**config.mk**
```make
export PLATFORM = sky130hd
export DESIGN_NAME = prescaler_bank
export DESIGN_NICKNAME = d
export VERILOG_FILES = /design/src/rtl/prescaler_pkg.sv /design/src/rtl/prescaler_bank_phase_acc.sv /design/src/rtl/prescaler_bank.sv
export SDC_FILE = /design/constraint.sdc
export NUM_CORES = 1
export LEC_CHECK = 0
export CORE_MARGIN = 2
export CORE_UTILIZATION = 35
export DETAILED_ROUTE_END_ITERATION = 10
export PLACE_DENSITY = 0.63
export SETUP_SLACK_MARGIN = 0.2
export SLEW_MARGIN = 15
export SYNTH_ARGS = -nofsm -noshare
export SYNTH_HDL_FRONTEND = slang
export SYNTH_HIERARCHICAL = 1
export SYNTH_SLANG_ARGS = --single-unit
```
**constraint.sdc**
```tcl
create_clock -name clk -period 4.55 [get_ports clk]
set_input_delay 0.91 -clock clk [delete_from_list [all_inputs] [get_ports clk]]
set_output_delay 0.91 -clock clk [all_outputs]
set_load 0.02 [all_outputs]
```
**src/rtl/prescaler_pkg.sv**
```systemverilog
// -----------------------------------------------------------------------------
// prescaler_pkg
// Shared constants and helper functions for the prescaler bank.
//   - DEF_* : default parameter values for prescaler_bank
//   - link_cnt_t : link hold counter type (covers the full 1..65535 ms range)
//   - ms_divisor() : oscillator cycles per millisecond
//   - freq_word()  : rounded phase-accumulator increment for a target rate
// Optional feature macro used by the bank: PRESCALER_PHASE_SYNC_EN
// -----------------------------------------------------------------------------
package prescaler_pkg;

  localparam int DEF_OSCRATE       = 12_000_000;
  localparam int DEF_NUM_CH        = 3;
  localparam int DEF_ACC_W         = 24;
  localparam int DEF_BLINK_HALF_MS = 500;
  localparam int DEF_LINK_HOLD_MS  = 64;

  localparam int LINK_CNT_W = 16;
  typedef logic [LINK_CNT_W-1:0] link_cnt_t;

  // Oscillator cycles in one millisecond.
  function automatic int unsigned ms_divisor(input int unsigned oscrate);
    return oscrate / 1000;
  endfunction

  // Frequency word giving an average tick rate of `rate` Hz:
  // round(rate * 2^acc_w / oscrate). Intended for elaboration-time use by
  // integrators and benches; the 64-bit intermediate covers practical rates.
  function automatic longint unsigned freq_word(input longint unsigned rate,
                                                input longint unsigned oscrate,
                                                input int unsigned     acc_w);
    longint unsigned scaled;
    scaled = rate << acc_w;
    return (scaled + (oscrate >> 1)) / oscrate;
  endfunction

endpackage : prescaler_pkg

```
**src/rtl/prescaler_bank_phase_acc.sv**
```systemverilog
// -----------------------------------------------------------------------------
// phase_acc
// One fractional clock channel: a phase accumulator advanced by a runtime
// frequency word every cycle while enabled.
// Ports:
//   clk       in   oscillator clock
//   rst_n     in   asynchronous active-low reset
//   enable    in   run enable; low clears the channel on the next edge
//   incr      in   ACC_W-bit frequency word
//   sync_req  in   (PRESCALER_PHASE_SYNC_EN only) clear phase on this edge
//   tick      out  one-cycle pulse on accumulator carry-out
//   clk_out   out  accumulator MSB, registered alongside the accumulator
// Optional feature macro: PRESCALER_PHASE_SYNC_EN
// -----------------------------------------------------------------------------
module phase_acc #(
  parameter int ACC_W = 24
) (
  input  logic             clk,
  input  logic             rst_n,
  input  logic             enable,
  input  logic [ACC_W-1:0] incr,
`ifdef PRESCALER_PHASE_SYNC_EN
  input  logic             sync_req,
`endif
  output logic             tick,
  output logic             clk_out
);

  logic [ACC_W-1:0] acc_q,   acc_d;
  logic             tick_q,  tick_d;
  logic             clk_out_q, clk_out_d;
  logic [ACC_W:0]   sum;
  logic             clear;

  // One extra bit on the add gives the carry that becomes the tick.
  assign sum = {1'b0, acc_q} + {1'b0, incr};

`ifdef PRESCALER_PHASE_SYNC_EN
  // A sync pulse takes priority over the add so all channels restart at
  // phase 0 together.
  assign clear = ~enable | sync_req;
`else
  assign clear = ~enable;
`endif

  always_comb begin
    acc_d     = sum[ACC_W-1:0];
    tick_d    = sum[ACC_W];
    clk_out_d = sum[ACC_W-1];
    if (clear) begin
      acc_d     = '0;
      tick_d    = 1'b0;
      clk_out_d = 1'b0;
    end
  end

  always_ff @(posedge clk or negedge rst_n) begin
    if (!rst_n) begin
      acc_q     <= '0;
      tick_q    <= 1'b0;
      clk_out_q <= 1'b0;
    end else begin
      acc_q     <= acc_d;
      tick_q    <= tick_d;
      clk_out_q <= clk_out_d;
    end
  end

  assign tick    = tick_q;
  assign clk_out = clk_out_q;

endmodule : phase_acc

```
**src/rtl/prescaler_bank.sv**
```systemverilog
// -----------------------------------------------------------------------------
// prescaler_bank
// NUM_CH independent fractional clock channels plus millisecond-based status
// outputs (blink LED toggle and serial activity indicator).
// Ports:
//   clk       in   oscillator clock, all logic on rising edge
//   rst_n     in   asynchronous active-low reset
//   enable    in   [NUM_CH]        per-channel run enable
//   incr      in   [NUM_CH*ACC_W]  frequency words, channel i at [i*ACC_W +: ACC_W]
//   rx        in   asynchronous serial line (activity detection only)
//   sync_req  in   (PRESCALER_PHASE_SYNC_EN only) phase-align all channels
//   tick      out  [NUM_CH] one-cycle pulse per accumulator overflow
//   clk_out   out  [NUM_CH] near-50 % square clock (registered accumulator MSB)
//   blink     out  toggles every BLINK_HALF_MS milliseconds
//   link      out  high for LINK_HOLD_MS ms after the last rx edge
// Optional feature macro: PRESCALER_PHASE_SYNC_EN
// -----------------------------------------------------------------------------
module prescaler_bank
  import prescaler_pkg::*;
#(
  parameter int OSCRATE       = DEF_OSCRATE,
  parameter int NUM_CH        = DEF_NUM_CH,
  parameter int ACC_W         = DEF_ACC_W,
  parameter int BLINK_HALF_MS = DEF_BLINK_HALF_MS,
  parameter int LINK_HOLD_MS  = DEF_LINK_HOLD_MS
) (
  input  logic                    clk,
  input  logic                    rst_n,
  input  logic [NUM_CH-1:0]       enable,
  input  logic [NUM_CH*ACC_W-1:0] incr,
  input  logic                    rx,
`ifdef PRESCALER_PHASE_SYNC_EN
  input  logic                    sync_req,
`endif
  output logic [NUM_CH-1:0]       tick,
  output logic [NUM_CH-1:0]       clk_out,
  output logic                    blink,
  output logic                    link
);

  // ---------------------------------------------------------------------------
  // Counter geometry
  // ---------------------------------------------------------------------------
  localparam int unsigned MS_DIV = ms_divisor(OSCRATE);
  localparam int MS_W    = (MS_DIV > 1) ? $clog2(MS_DIV) : 1;
  localparam int BLINK_W = (BLINK_HALF_MS > 1) ? $clog2(BLINK_HALF_MS) : 1;

  localparam logic [MS_W-1:0]    MS_RELOAD    = MS_W'(MS_DIV - 1);
  localparam logic [MS_W-1:0]    MS_ONE       = MS_W'(1);
  localparam logic [BLINK_W-1:0] BLINK_RELOAD = BLINK_W'(BLINK_HALF_MS - 1);
  localparam logic [BLINK_W-1:0] BLINK_ONE    = BLINK_W'(1);
  localparam link_cnt_t          LINK_RELOAD  = link_cnt_t'(LINK_HOLD_MS);
  localparam link_cnt_t          LINK_ONE     = link_cnt_t'(1);

  // ---------------------------------------------------------------------------
  // Phase-accumulator channels
  // ---------------------------------------------------------------------------
  generate
    for (genvar gi = 0; gi < NUM_CH; gi++) begin : g_ch
      phase_acc #(
        .ACC_W (ACC_W)
      ) u_phase_acc (
        .clk      (clk),
        .rst_n    (rst_n),
        .enable   (enable[gi]),
        .incr     (incr[gi*ACC_W +: ACC_W]),
`ifdef PRESCALER_PHASE_SYNC_EN
        .sync_req (sync_req),
`endif
        .tick     (tick[gi]),
        .clk_out  (clk_out[gi])
      );
    end
  endgenerate

  // ---------------------------------------------------------------------------
  // Millisecond timebase
  // ---------------------------------------------------------------------------
  logic [MS_W-1:0] ms_cnt_q, ms_cnt_d;
  logic            ms_tick;

  // ms_tick is the cycle in which the down-counter sits at zero, so it
  // repeats every MS_DIV cycles.
  assign ms_tick  = (ms_cnt_q == '0);
  assign ms_cnt_d = ms_tick ? MS_RELOAD : (ms_cnt_q - MS_ONE);

  // ---------------------------------------------------------------------------
  // Blink
  // ---------------------------------------------------------------------------
  logic [BLINK_W-1:0] blink_cnt_q, blink_cnt_d;
  logic               blink_q,     blink_d;

  always_comb begin
    blink_cnt_d = blink_cnt_q;
    blink_d     = blink_q;
    if (ms_tick) begin
      if (blink_cnt_q == '0) begin
        blink_cnt_d = BLINK_RELOAD;
        blink_d     = ~blink_q;
      end else begin
        blink_cnt_d = blink_cnt_q - BLINK_ONE;
      end
    end
  end

  // ---------------------------------------------------------------------------
  // rx activity detection
  // ---------------------------------------------------------------------------
  // Two synchroniser stages plus one delay stage; all preset to the idle
  // (high) line level so reset release does not fake an edge.
  logic      rx_meta_q, rx_sync_q, rx_dly_q;
  logic      rx_edge;
  link_cnt_t link_cnt_q, link_cnt_d;
  logic      link_q,     link_d;

  assign rx_edge = rx_sync_q ^ rx_dly_q;

  always_comb begin
    link_cnt_d = link_cnt_q;
    // A fresh edge reloads even when it lands on an ms_tick.
    if (rx_edge) begin
      link_cnt_d = LINK_RELOAD;
    end else if (ms_tick && (link_cnt_q != '0)) begin
      link_cnt_d = link_cnt_q - LINK_ONE;
    end
  end

  assign link_d = (link_cnt_q != '0);

  // ---------------------------------------------------------------------------
  // State registers
  // ---------------------------------------------------------------------------
  always_ff @(posedge clk or negedge rst_n) begin
    if (!rst_n) begin
      ms_cnt_q    <= MS_RELOAD;
      blink_cnt_q <= BLINK_RELOAD;
      blink_q     <= 1'b0;
      rx_meta_q   <= 1'b1;
      rx_sync_q   <= 1'b1;
      rx_dly_q    <= 1'b1;
      link_cnt_q  <= '0;
      link_q      <= 1'b0;
    end else begin
      ms_cnt_q    <= ms_cnt_d;
      blink_cnt_q <= blink_cnt_d;
      blink_q     <= blink_d;
      rx_meta_q   <= rx;
      rx_sync_q   <= rx_meta_q;
      rx_dly_q    <= rx_sync_q;
      link_cnt_q  <= link_cnt_d;
      link_q      <= link_d;
    end
  end

  assign blink = blink_q;
  assign link  = link_q;

endmodule : prescaler_bank
```
==> out/summary.md <==
- TritonCTS clock tree: built
- cell count after placement: 1,274
- Register-to-Register Setup Slack: 1.92 ns
- Worst-Skew Late Latency: 0.41 ns
- Slew @ Worst Pin: 1.09 ns
- Initial Utilization: 36.0%
- number of enable flip-flop cells after synthesis: 0
- clock tree buffer depth: 2
- top cells by count, synth: sky130_fd_sc_hd__dfrtp_1, sky130_fd_sc_hd__nor2_1, sky130_fd_sc_hd__ha_1
- hold-fix buffers at CTS: 0
- gate count after technology mapping: 905
- die outline height: 157 um
- global router's overall resource usage: 16.1%
- Total Routed Length: 19,000 um
- Core Area: 22,800 um2
- Final Hold Slack: 0.358 ns
- part of the cycle the worst path needs: 69.9%
- share of synthesized area occupied by flip-flops and latches: 36.7%
- Crit Reg-Reg Endpoint: link_cnt_q[11]
- Critical path destination: g_ch[0].u_phase_acc/acc_q[18]
- Finish-stage setup viols: 0
- H-tree levels: 4
- share of flip-flops with an asynchronous set or reset after synthesis: 100%
- vias in the first global route: 6,787
- max-cap check violation count: 0
- setup repair after global routing missed its margin: false
- Final Hold Violating Endpoints: 0
- PwrDens: 571 nW/um2
- post-CTS setup buffers: 0
- top-count cell post-synth: sky130_fd_sc_hd__dfrtp_1
- number of warning messages in the yosys log: 6
- routed via count divided by cell count: 5.31
- Inserted Clock Buffers: 17
- cell type with the highest aggregate area in the netlist: sky130_fd_sc_hd__dfrtp_1
- Static Leak: 4.37 nW
- Vias: 6,930
- Slew HR: 27.3%
- Post-Place Setup Slack: 0.982 ns
- wire length of the first global-routing pass: 32,300 um
- primary flip-flop cell chosen by synthesis mapping: sky130_fd_sc_hd__dfrtp_1
- number of antenna diodes: 0
- first-pass iteration count of the detailed router: 6
- Fmax: 314 MHz
- Final Instance Area: 9920 um2
- top layer in use: met4
- initial drt markers: 349
- startpoint type of the worst setup path: input pin
- total number of clock tree sinks: 119
- FF-to-FF Start: ms_cnt_q[0]
- PortBufs: 85
- number of DRC violations after detailed routing: 0
- top-level I/O count: 86
- total number of nets in the final design: 1,137
- number of cells in the finished layout apart from fillers: 1,306
- Final Total Pwr: 5.66 mW
- status: finished, final reports clean
- Row Count: 55
- number of fill cells in the layout: 2,230
- met2 WL: 8650 um
- Final ANT Viol Nets: 0
- synthesized area: 8190 um2
- data required time at the worst endpoint: 4.82 ns
- post-route met1 wirelength: 9200 um
- Worst Setup Path Type: input pin to register
- flops & latches, synth: 119
- number of distinct standard cells referenced by the synthesized netlist: 60
- post-route core utilization: 43.6%
- Synthesized Nets: 1,062
- share of cells above drive strength 1: 7.75%
- area share of the largest cell type after synthesis: 29.9%
- routed length on met3: 900 um
- final-report max-slew violation count: 0
- maximum clock skew at final layout: 0.0141 ns
- cell count of the worst reg-to-reg path: 7
- gp weighted congestion: 0.852
- Root Buffer: sky130_fd_sc_hd__clkbuf_16
- remaining global-route overflow: 0
- post-detailed-placement half-perimeter wirelength: 13,600 um
- DIE WIDTH: 157 um
- average wire length per cell after detail routing: 14.5 um
- Hold/Removal Path Class: register to register
- Final Worst Setup Slack: 1.37 ns
- most area-consuming cells after synthesis: sky130_fd_sc_hd__dfrtp_1, sky130_fd_sc_hd__ha_1, sky130_fd_sc_hd__dfstp_2
- largest fanout on the critical path: 6
- Reg clk slew, reported paths: 0.06 ns
- fin crit period: 3.18 ns
- Setup crit start: incr[0]
- total negative slack: 0 ns
- average cell area after synthesis: 9.05 um2
- Peak supply drop: 0.000262 V
- endpoint kind of the worst setup timing path: register
- area of the die: 24,600 um2
- antenna violations before repair: 0
- area of placed instances: 9330 um2
- maximum number of pins on one net before global-route repair: 68
- number of cells upsized or downsized after cts: 0
- growth of design area from synthesis to finish: 21.2%
- data arrival time of the critical path: 3.45 ns
## flip-flops by register name (all words and copies together) (netlist names)
signal                  count
link                        1
g_ch.u_phase_acc/acc_q     72
g_ch.u_phase_acc/tick       3
blink                       1
link_cnt_q                 16
ms_cnt_q                   14
rx_meta_q                   1
rx_dly_q                    1
rx_sync_q                   1
blink_cnt_q                 9
## critical path, cell delays in order
cell and delay [ns]:
sky130_fd_sc_hd__clkdlybuf4s50_1 0.41, sky130_fd_sc_hd__ha_1 0.23, sky130_fd_sc_hd__fa_1 0.41, sky130_fd_sc_hd__a21o_1 0.20
sky130_fd_sc_hd__a221oi_2 0.44, sky130_fd_sc_hd__o211a_4 0.28, sky130_fd_sc_hd__nor2b_2 0.06, sky130_fd_sc_hd__o41ai_2 0.27
sky130_fd_sc_hd__xor2_1 0.18, sky130_fd_sc_hd__nor2_1 0.05
## cell usage in the layout (no fill, tap or decap), drive strengths merged, types with 11 or more instances in the layout
cell type and count:
a211oi 11, a21o 25, a21oi 63, a31oi 18, clkbuf 23, clkdlybuf4s50 84
dfrtp 98, dfstp 21, ha 76, inv 22, nand2 71, nand2b 14
nand3 31, nand4 16, nor2 95, nor2b 12, nor3 39, o211ai 13
o21a 12, o21ai 50, xnor2 38, xor2 29
## cell type report
cell class / count / area, um2 / area share [%]
Tap cell: 313 / 392 / 3.95
Clock inverter: 9 / 126 / 1.27
Sequential cell: 119 / 3000 / 30.3
Clock buffer: 23 / 468 / 4.72
Timing Repair Buffer: 87 / 876 / 8.83
Inverter: 22 / 82.6 / 0.832
Multi-Input combinational cell: 733 / 4970 / 50.1
## worst min-delay path by stage
stage          cells past startpoint         to       from  slack (ns)
2_1_floorplan                      0  rx_sync_q  rx_meta_q        0.35
3_3_place_gp                       0  rx_sync_q  rx_meta_q        0.35
3_5_place_dp                       0  rx_sync_q  rx_meta_q        0.35
4_1_cts                            0  rx_sync_q  rx_meta_q        0.36
5_1_grt                            0  rx_sync_q  rx_meta_q        0.36
6_report                           0  rx_sync_q  rx_meta_q        0.36
## metal layers
layer  up-vias  global-route usage (%)
met5         -                       0
met4         0                    4.85
met3        24                    4.10
met2       149                    25.5
met1      3294                    21.5
li1       3463                       -
## where the power goes
part	total (mW)	switching, mW	internal [mW]
Combinational	2.85	1.61	1.24
Sequential	1.44	0.0945	1.34
Clock	1.38	0.489	0.888
## logic make-up after synthesis
kind of cell / synth area share [%]
flip-flops: 36.7
multiplexers: 0.504
AO/OA/AOI/OAI: 20.1
XOR/XNOR: 7.16
AND/OR/NAND/NOR: 20.7
buffers and inverters: 2.58
adder cells (fa/ha/maj): 12.3
Note: power is estimated with default switching activity, not from simulation.
